$ cat src/rtl/serial_reg_loader.sv
// Serial front-end for signal_generator: receives 8-bit register frames over a
// 3-wire link, queues them, and replays each as a slow setup/strobe/hold write.
module serial_reg_loader #(
  parameter int FIFO_DEPTH    = 4,
  parameter int SETUP_CYCLES  = 4,
  parameter int STROBE_CYCLES = 256,
  parameter int HOLD_CYCLES   = 4
) (
  input  logic       clk,
  input  logic       rst,
  input  logic       en,
  input  logic       ser_clk,
  input  logic       ser_data,
  input  logic       ser_cs_n,
  output logic       write_strobe,
  output logic [2:0] address,
  output logic [4:0] data,
  output logic       busy,
  output logic       fifo_full,
  output logic       overflow
);

  localparam int PTR_W   = $clog2(FIFO_DEPTH);
  localparam int CNT_W   = $clog2(FIFO_DEPTH + 1);
  localparam int MAX_SU  = (SETUP_CYCLES > STROBE_CYCLES) ? SETUP_CYCLES : STROBE_CYCLES;
  localparam int MAX_CYC = (MAX_SU > HOLD_CYCLES) ? MAX_SU : HOLD_CYCLES;
  localparam int TMR_W   = $clog2(MAX_CYC + 1);

  typedef enum logic [1:0] {IDLE, SETUP, STROBE, HOLD} state_t;

  logic [1:0]       clk_sync;
  logic [1:0]       data_sync;
  logic [1:0]       cs_sync;
  logic             prev_sync_clk;
  logic             ser_rise;

  logic [7:0]       shift_reg;
  logic [2:0]       bit_cnt;
  logic             frame_ready;

  logic [7:0]       mem [FIFO_DEPTH];
  logic [PTR_W-1:0] wr_ptr;
  logic [PTR_W-1:0] rd_ptr;
  logic [CNT_W-1:0] count;
  logic             push_ok;
  logic             pop;
  logic [7:0]       head;

  state_t           state;
  logic [TMR_W-1:0] timer;

  // Chip select resets to the inactive level so reception starts cleanly.
  always_ff @(posedge clk) begin
    if (rst) begin
      clk_sync      <= 2'b00;
      data_sync     <= 2'b00;
      cs_sync       <= 2'b11;
      prev_sync_clk <= 1'b0;
    end else begin
      clk_sync      <= {clk_sync[0], ser_clk};
      data_sync     <= {data_sync[0], ser_data};
      cs_sync       <= {cs_sync[0], ser_cs_n};
      prev_sync_clk <= clk_sync[1];
    end
  end

  assign ser_rise = clk_sync[1] & ~prev_sync_clk;

  // The shift register already holds the whole frame one cycle before the
  // push, and the slow bit clock guarantees it is stable for that cycle.
  always_ff @(posedge clk) begin
    if (rst) begin
      shift_reg   <= 8'd0;
      bit_cnt     <= 3'd0;
      frame_ready <= 1'b0;
    end else begin
      frame_ready <= 1'b0;
      if (cs_sync[1]) begin
        bit_cnt <= 3'd0;
      end else if (ser_rise) begin
        shift_reg <= {shift_reg[6:0], data_sync[1]};
        bit_cnt   <= bit_cnt + 3'd1;
        if (bit_cnt == 3'd7) begin
          frame_ready <= 1'b1;
        end
      end
    end
  end

  assign fifo_full = (count == CNT_W'(FIFO_DEPTH));
  assign pop       = (state == IDLE) && en && (count != '0);
  assign push_ok   = frame_ready && (!fifo_full || pop);
  assign head      = mem[rd_ptr];

  always_ff @(posedge clk) begin
    if (push_ok) begin
      mem[wr_ptr] <= shift_reg;
    end
  end

  // A simultaneous pop frees the slot, so a full FIFO still accepts the push.
  always_ff @(posedge clk) begin
    if (rst) begin
      wr_ptr   <= '0;
      rd_ptr   <= '0;
      count    <= '0;
      overflow <= 1'b0;
    end else begin
      if (push_ok) begin
        wr_ptr <= wr_ptr + PTR_W'(1);
      end
      if (pop) begin
        rd_ptr <= rd_ptr + PTR_W'(1);
      end
      if (frame_ready && fifo_full && !pop) begin
        overflow <= 1'b1;
      end
      case ({push_ok, pop})
        2'b10:   count <= count + CNT_W'(1);
        2'b01:   count <= count - CNT_W'(1);
        default: count <= count;
      endcase
    end
  end

  always_ff @(posedge clk) begin
    if (rst) begin
      state        <= IDLE;
      timer        <= '0;
      write_strobe <= 1'b0;
      address      <= 3'd0;
      data         <= 5'd0;
      busy         <= 1'b0;
    end else begin
      case (state)
        IDLE: begin
          if (pop) begin
            address <= head[7:5];
            data    <= head[4:0];
            timer   <= TMR_W'(SETUP_CYCLES - 1);
            busy    <= 1'b1;
            state   <= SETUP;
          end
        end
        SETUP: begin
          if (timer == '0) begin
            write_strobe <= 1'b1;
            timer        <= TMR_W'(STROBE_CYCLES - 1);
            state        <= STROBE;
          end else begin
            timer <= timer - TMR_W'(1);
          end
        end
        STROBE: begin
          if (timer == '0) begin
            write_strobe <= 1'b0;
            timer        <= TMR_W'(HOLD_CYCLES - 1);
            state        <= HOLD;
          end else begin
            timer <= timer - TMR_W'(1);
          end
        end
        HOLD: begin
          if (timer == '0) begin
            busy  <= 1'b0;
            state <= IDLE;
          end else begin
            timer <= timer - TMR_W'(1);
          end
        end
        default: state <= IDLE;
      endcase
    end
  end

endmodule

$ cat config.mk
export PLATFORM = sky130hd
export DESIGN_NAME = serial_reg_loader
export DESIGN_NICKNAME = d
export VERILOG_FILES = /design/src/rtl/serial_reg_loader.sv
export SDC_FILE = /design/constraint.sdc
export NUM_CORES = 1
export LEC_CHECK = 0
export BUFFER_PORTS_ARGS = -buffer_cell sky130_fd_sc_hd__clkbuf_2
export CORE_MARGIN = 4
export CORE_UTILIZATION = 40
export CTS_BUF_LIST = sky130_fd_sc_hd__clkbuf_4 sky130_fd_sc_hd__clkbuf_8
export DETAILED_ROUTE_END_ITERATION = 8
export PLACE_DENSITY = 0.54
export SLEW_MARGIN = 20
export SYNTH_ARGS = -nofsm -noshare
export SYNTH_HDL_FRONTEND = slang
export SYNTH_SLANG_ARGS = --single-unit
$ cat constraint.sdc
create_clock -name clk -period 3 [get_ports clk]
set_clock_uncertainty 0.15 [all_clocks]
set_input_delay 0.45 -clock clk [delete_from_list [all_inputs] [get_ports clk]]
set_output_delay 0.45 -clock clk [all_outputs]
set_load 0.005 [all_outputs]
# Word level (Yosys, flattened, before mapping)
# Memory sizes are Yosys's and may differ from the RTL's. A register that Yosys moved wholly into a read port is not among the register bits.
# Cells that the tools add are included.
# W data, S select, Z words.
[word_totals] register_bits=40 ram_bits=32 elab_cells=79 n_memories=1
[mem_list] name="mem" words=4 word_bits=8 read_ports=1 rd_clocked_by_memory_dff=1 wr=1 line="41" text="logic [7:0] mem [FIFO_DEPTH];"
[op_classes] addsub=6 n_eq_ne=12 n_mux=19 n_bitwise=4 reduce_logical=22
[op_table] op="$mux W9" n=4
[op_table] op="$pmux W9 S4" n=1
[op_table] op="$ne A2 B2 Y1 const B" n=5
[op_table] op="$logic_not A9 Y1" n=1
[op_table] op="$sub A9 B1 Y9 const B" n=1
[op_table] op="$mux W2" n=4
[op_table] op="$pmux W2 S4" n=1
[op_table] op="$add A3 B1 Y3 const B" n=2
[op_table] op="$eq A2 B2 Y1 const B" n=3
[op_table] op="$eq A3 B3 Y1 const B" n=2
[op_table] op="$mux W1" n=6
[op_table] op="$pmux W3 S2" n=1
[op_table] op="$reduce_and A2 Y1" n=3
[op_table] op="$reduce_and A3 Y1" n=2
[op_table] op="$reduce_bool A2 Y1" n=3
[op_table] op="$logic_and A1 B1 Y1" n=5
[op_table] op="$add A2 B1 Y2 const B" n=2
[op_table] op="$eq A2 B1 Y1 const B" n=2
[op_table] op="$pmux W1 S2" n=2
[op_table] op="$reduce_and A4 Y1" n=1
[op_table] op="$not A1 Y1" n=3
[op_table] op="$reduce_bool A3 Y1" n=1
[op_table] op="$reduce_or A3 Y1" n=1
[op_table] op="$sub A3 B1 Y3 const B" n=1
[op_table] op="5 further kinds" n=6

# Logic depth before layout (Yosys ltp)
[depth] word_depth=7 mapped_depth=9 depth_no_buf=8

# Least setup slack after synthesis
# OpenSTA, ideal clock, no wires.
[synth_path] path_type="register -> register" from="register state[0]" to="register count[2]" setup_time_ns=0.123 t_arrival_ns=2.071 setup_slack_ns=0.655 stages_incl_launch_ff=10 period_less_slack_ns=2.345 cell_sequence="dfxtp_1 inv_1 ha_1 clkbuf_2 o311ai_4 nor2_1 inv_1 fa_1 mux2i_1 mux2_1"
[synth_via] elab_chain_cells=7 elab_cells_between_ends=9
[synth_rtl] item="from (decl)" line="49" text="state_t state;"
[synth_rtl] item="from (signal assigned)" line="128" text="state <= IDLE;"
[synth_rtl] item="from (signal assigned)" line="142" text="state <= SETUP;"
[synth_rtl] item="from (signal assigned)" line="149" text="state <= STROBE;"
[synth_rtl] item="$logic_not A2 Y1 *" line="91" text="assign pop = (state == IDLE) && en && (count != '0);"
[synth_rtl] item="$logic_and A1 B1 Y1 * (2 in series)" line="91"
[synth_rtl] item="$logic_or A1 B1 Y1" line="92" text="assign push_ok = frame_ready && (!fifo_full || pop);"
[synth_rtl] item="$logic_and A1 B1 Y1" line="92"
[synth_rtl] item="$eq A2 B1 Y1 or $eq A2 B2 Y1 (tied branches)" line="118" text="case ({push_ok, pop})"
[synth_rtl] item="$pmux W3 S2 or $reduce_bool A2 Y1 (tied branches)"
[synth_rtl] item="to (signal assigned)" line="119" text="2'b10: count <= count + CNT_W'(1);"
[synth_rtl] item="to (signal assigned)" line="120" text="2'b01: count <= count - CNT_W'(1);"
[synth_rtl] item="to (signal assigned)" line="121" text="default: count <= count;"
[synth_rtl] item="to (decl)" line="44" text="logic [CNT_W-1:0] count;"
# Every way passes the cells marked *; elsewhere a longest branch is shown, timed or not.
# A chain may end at the register's enable or synchronous reset.

# Final worst setup path
[layout_path] from="register state[1]" to="register count[2]"
# The elaborated chain is that of the path after synthesis.

==> key figures <==
Clock network
  • CTS resizes: 0
  • Postcts setup bufs: 0
  • Root Driver: clkbuf_8
  • Clk pin slew, worst setup/hold paths: 0.09 ns
  • CTS Buffer Depth: 2
  • CTS tree: yes
  • Hold Buf Count CTS: 0
  • # H-tree levels: 3
  • CTS Buf Count: 9
  • Skew-Pair Late Insertion Delay: 0.34 ns
  • CTS Sinks: 80

Routing
  • First-pass detailed-route iteration total: 4
  • Drt total wl: 6.448 mm
  • Iter 0 DRT Violations: 67
  • Drt drc: 0
  • WL per Instance: 15.14 µm
  • Via count: 2260
  • Routed Antenna Nets: 0
  • Routed vias/inst: 5.305

Timing
  • Sum Neg Setup Slack: 0 ns
  • Final setup viols: 0
  • RSZ-0062 raised after global routing: no
  • Fmax: 372.6 MHz
  • Crit path time final: 2.684 ns
  • Crit share post-route: 0.8947
  • Final hold viol count: 0
  • Max Slew Vio Count: 0
  • Worst slew pin tran: 0.8838 ns
  • Worst slew margin: 0.4054

Synthesis
  • Yosys warns: 0
  • Syn_area_per_cell: 11.79 µm²
  • Synth Flop Type: dfxtp_1
  • Syn Std Cell Area: 3501 µm²
  • Post-synthesis sequential area ratio: 0.5490
  • Unique masters post-synth: 58
  • Post-synth ARST share: 0
  • Syn nets: 317
  • Yosys reg bits: 80
  • Gate Count Post-Synth: 297
  • Post-synth EDFFs: 32

Critical path
  • Crit path capture type: flop
  • CP Data Required Time: 3.09 ns
  • CP top delay family: adder cells
  • Element type at the critical path start: flop
  • Crit path buffers/inverters: 2
  • Slowest cell on crit path: ha_1
  • WP data arrival: 2.77 ns
  • Crit-path max FO: 9
  • Slowest stage delay, CP: 0.40 ns
  • Critical Path Most Common Cell: inv_1
  • WS Path Type: reg -> reg
  • Crit-path cells: inv_1, ha_1, o311ai_4, nor2_1, inv_1, fa_1, mux2i_1, mux2_1

Final layout
  • FF/Latch Area: 1922 µm²
  • Antenna cells: 0
  • Design Area, Final: 3909 µm²
  • Most frequent cells in the layout: dfxtp_1 (48), edfxtp_1 (32), nor2_1 (24), nand2_1 (24), a21oi_1 (18)
  • Final std cells w/o fill: 426
  • Layout fillers: 787
  • Commonest non-fill, non-tap cell in the layout: dfxtp_1
  • Nets: 336
  • Area of the multi-input gates: 1479 µm²
  • Area growth from synthesis to layout: 11.65%
  • Largest register FFs: 32
  • Final core utilization: 0.4663
  • Layout cells sized above 1: 0.1682

Floorplan
  • Row cnt: 33
  • Num ports: 18
  • Die W: 101.6 µm
  • CORE AREA: 8382 µm²
  • Die Area: 10310 µm²
  • Initial Util: 0.4177
  • Die height: 101.6 µm

Flow run
  • Max Cap Viol: 0

Global routing
  • GR Overflow Total: 0
  • Largest net degree at the start of global routing: 31
  • Tot GR Track Use: 0.1372
  • Vias in the first global route: 2169
  • First-pass GRT wire length: 10.98 mm
  • Initial antenna violation count: 0

Power
  • Power Dens Cells: 685.6 nW/µm²
  • Tot Pwr: 2.680 mW
  • Worst vdd rail ir drop: 0.2904 mV
  • Leakage: 1.416 nW

Placed design
  • Dpl hpwl: 4.562 mm
  • Dpl cells: 410
  • Port Buf Inserts: 17
  • Placed cell areas: 3692 µm²
  • Routability cong.: 0.7524

Hold path
  • Hold crit path type: in -> reg

Status
  • Status: complete, no violations
-- final cells by class --
type,count,area share
clock inverters,7,0.02369
multi-input cells,192,0.3784
inverters,12,0.01152
well taps,105,0.03361
repair buffers,21,0.02945
clock buffers,9,0.03169
flip-flops and latches,80,0.4917
-- stage by stage --
step	setup slack (ns)	hold slack (ns)
after floorplan	0.6552	0.2395
after global placement	0.4678	0.2416
after detailed placement	0.3384	0.2468
after CTS	0.3241	0.1174
after global routing	0.1903	0.1099
final	0.3159	0.1367
-- kinds of logic (layout without fill, tap and decap cells) --
logic type / after synthesis / after routing / synth area share
AND/OR/NAND/NOR: 99 / 99 / 0.1530
flip-flops: 80 / 80 / 0.5490
AO/OA/AOI/OAI: 54 / 54 / 0.1183
buffers and inverters: 25 / 49 / 0.02859
multiplexers: 21 / 21 / 0.08899
adder cells (fa/ha/maj): 14 / 14 / 0.05218
XOR/XNOR: 4 / 4 / 0.01001
-- final timing paths --
kind,start,endpoint,slack [ns],cells past startpoint
setup / recovery,state[1]$_SDFFE_PP0P_,count[2]$_SDFFE_PP0P_,0.32,8
hold / removal,ser_cs_n,cs_sync[0]$_SDFF_PP1_,0.14,2
setup reg to reg,state[1]$_SDFFE_PP0P_,count[2]$_SDFFE_PP0P_,0.32,8
hold reg to reg,cs_sync[0]$_SDFF_PP1_,cs_sync[1]$_SDFF_PP1_,0.26,1
-- Yosys cell counts, drive strengths merged (5+ instances only) --
cell type	number	share of area
mux2i	12	0.034
a21oi	18	0.026
o21ai	6	0.0086
nor3	7	0.010
nor2	24	0.026
nand3	5	0.0071
mux4	8	0.051
ha	13	0.046
inv	12	0.013
nor2b	8	0.014
buf	6	0.0079
edfxtp	32	0.27
and2	5	0.0089
or3	5	0.0089
dfxtp	48	0.27
clkbuf	7	0.0079
nand2	24	0.026
-- power breakdown --
group / total (mW) / switching [mW] / internal, mW / leakage, nW
Combinational: 0.630 / 0.393 / 0.237 / 0.626
Clock: 0.859 / 0.391 / 0.469 / 0.105
Sequential: 1.19 / 0.0335 / 1.16 / 0.685
Total: 2.68 / 0.817 / 1.86 / 1.42
-- layer usage --
layer | share of wire | vias to the layer above | global-route usage
li1 | - | 1119 | -
met1 | 0.51 | 1111 | 0.1920
met2 | 0.45 | 26 | 0.2077
met3 | 0.028 | 4 | 0.04132
met4 | 0.0082 | 0 | 0.03681
met5 | 0 | - | 0
Power figures use the tool's default switching activity.
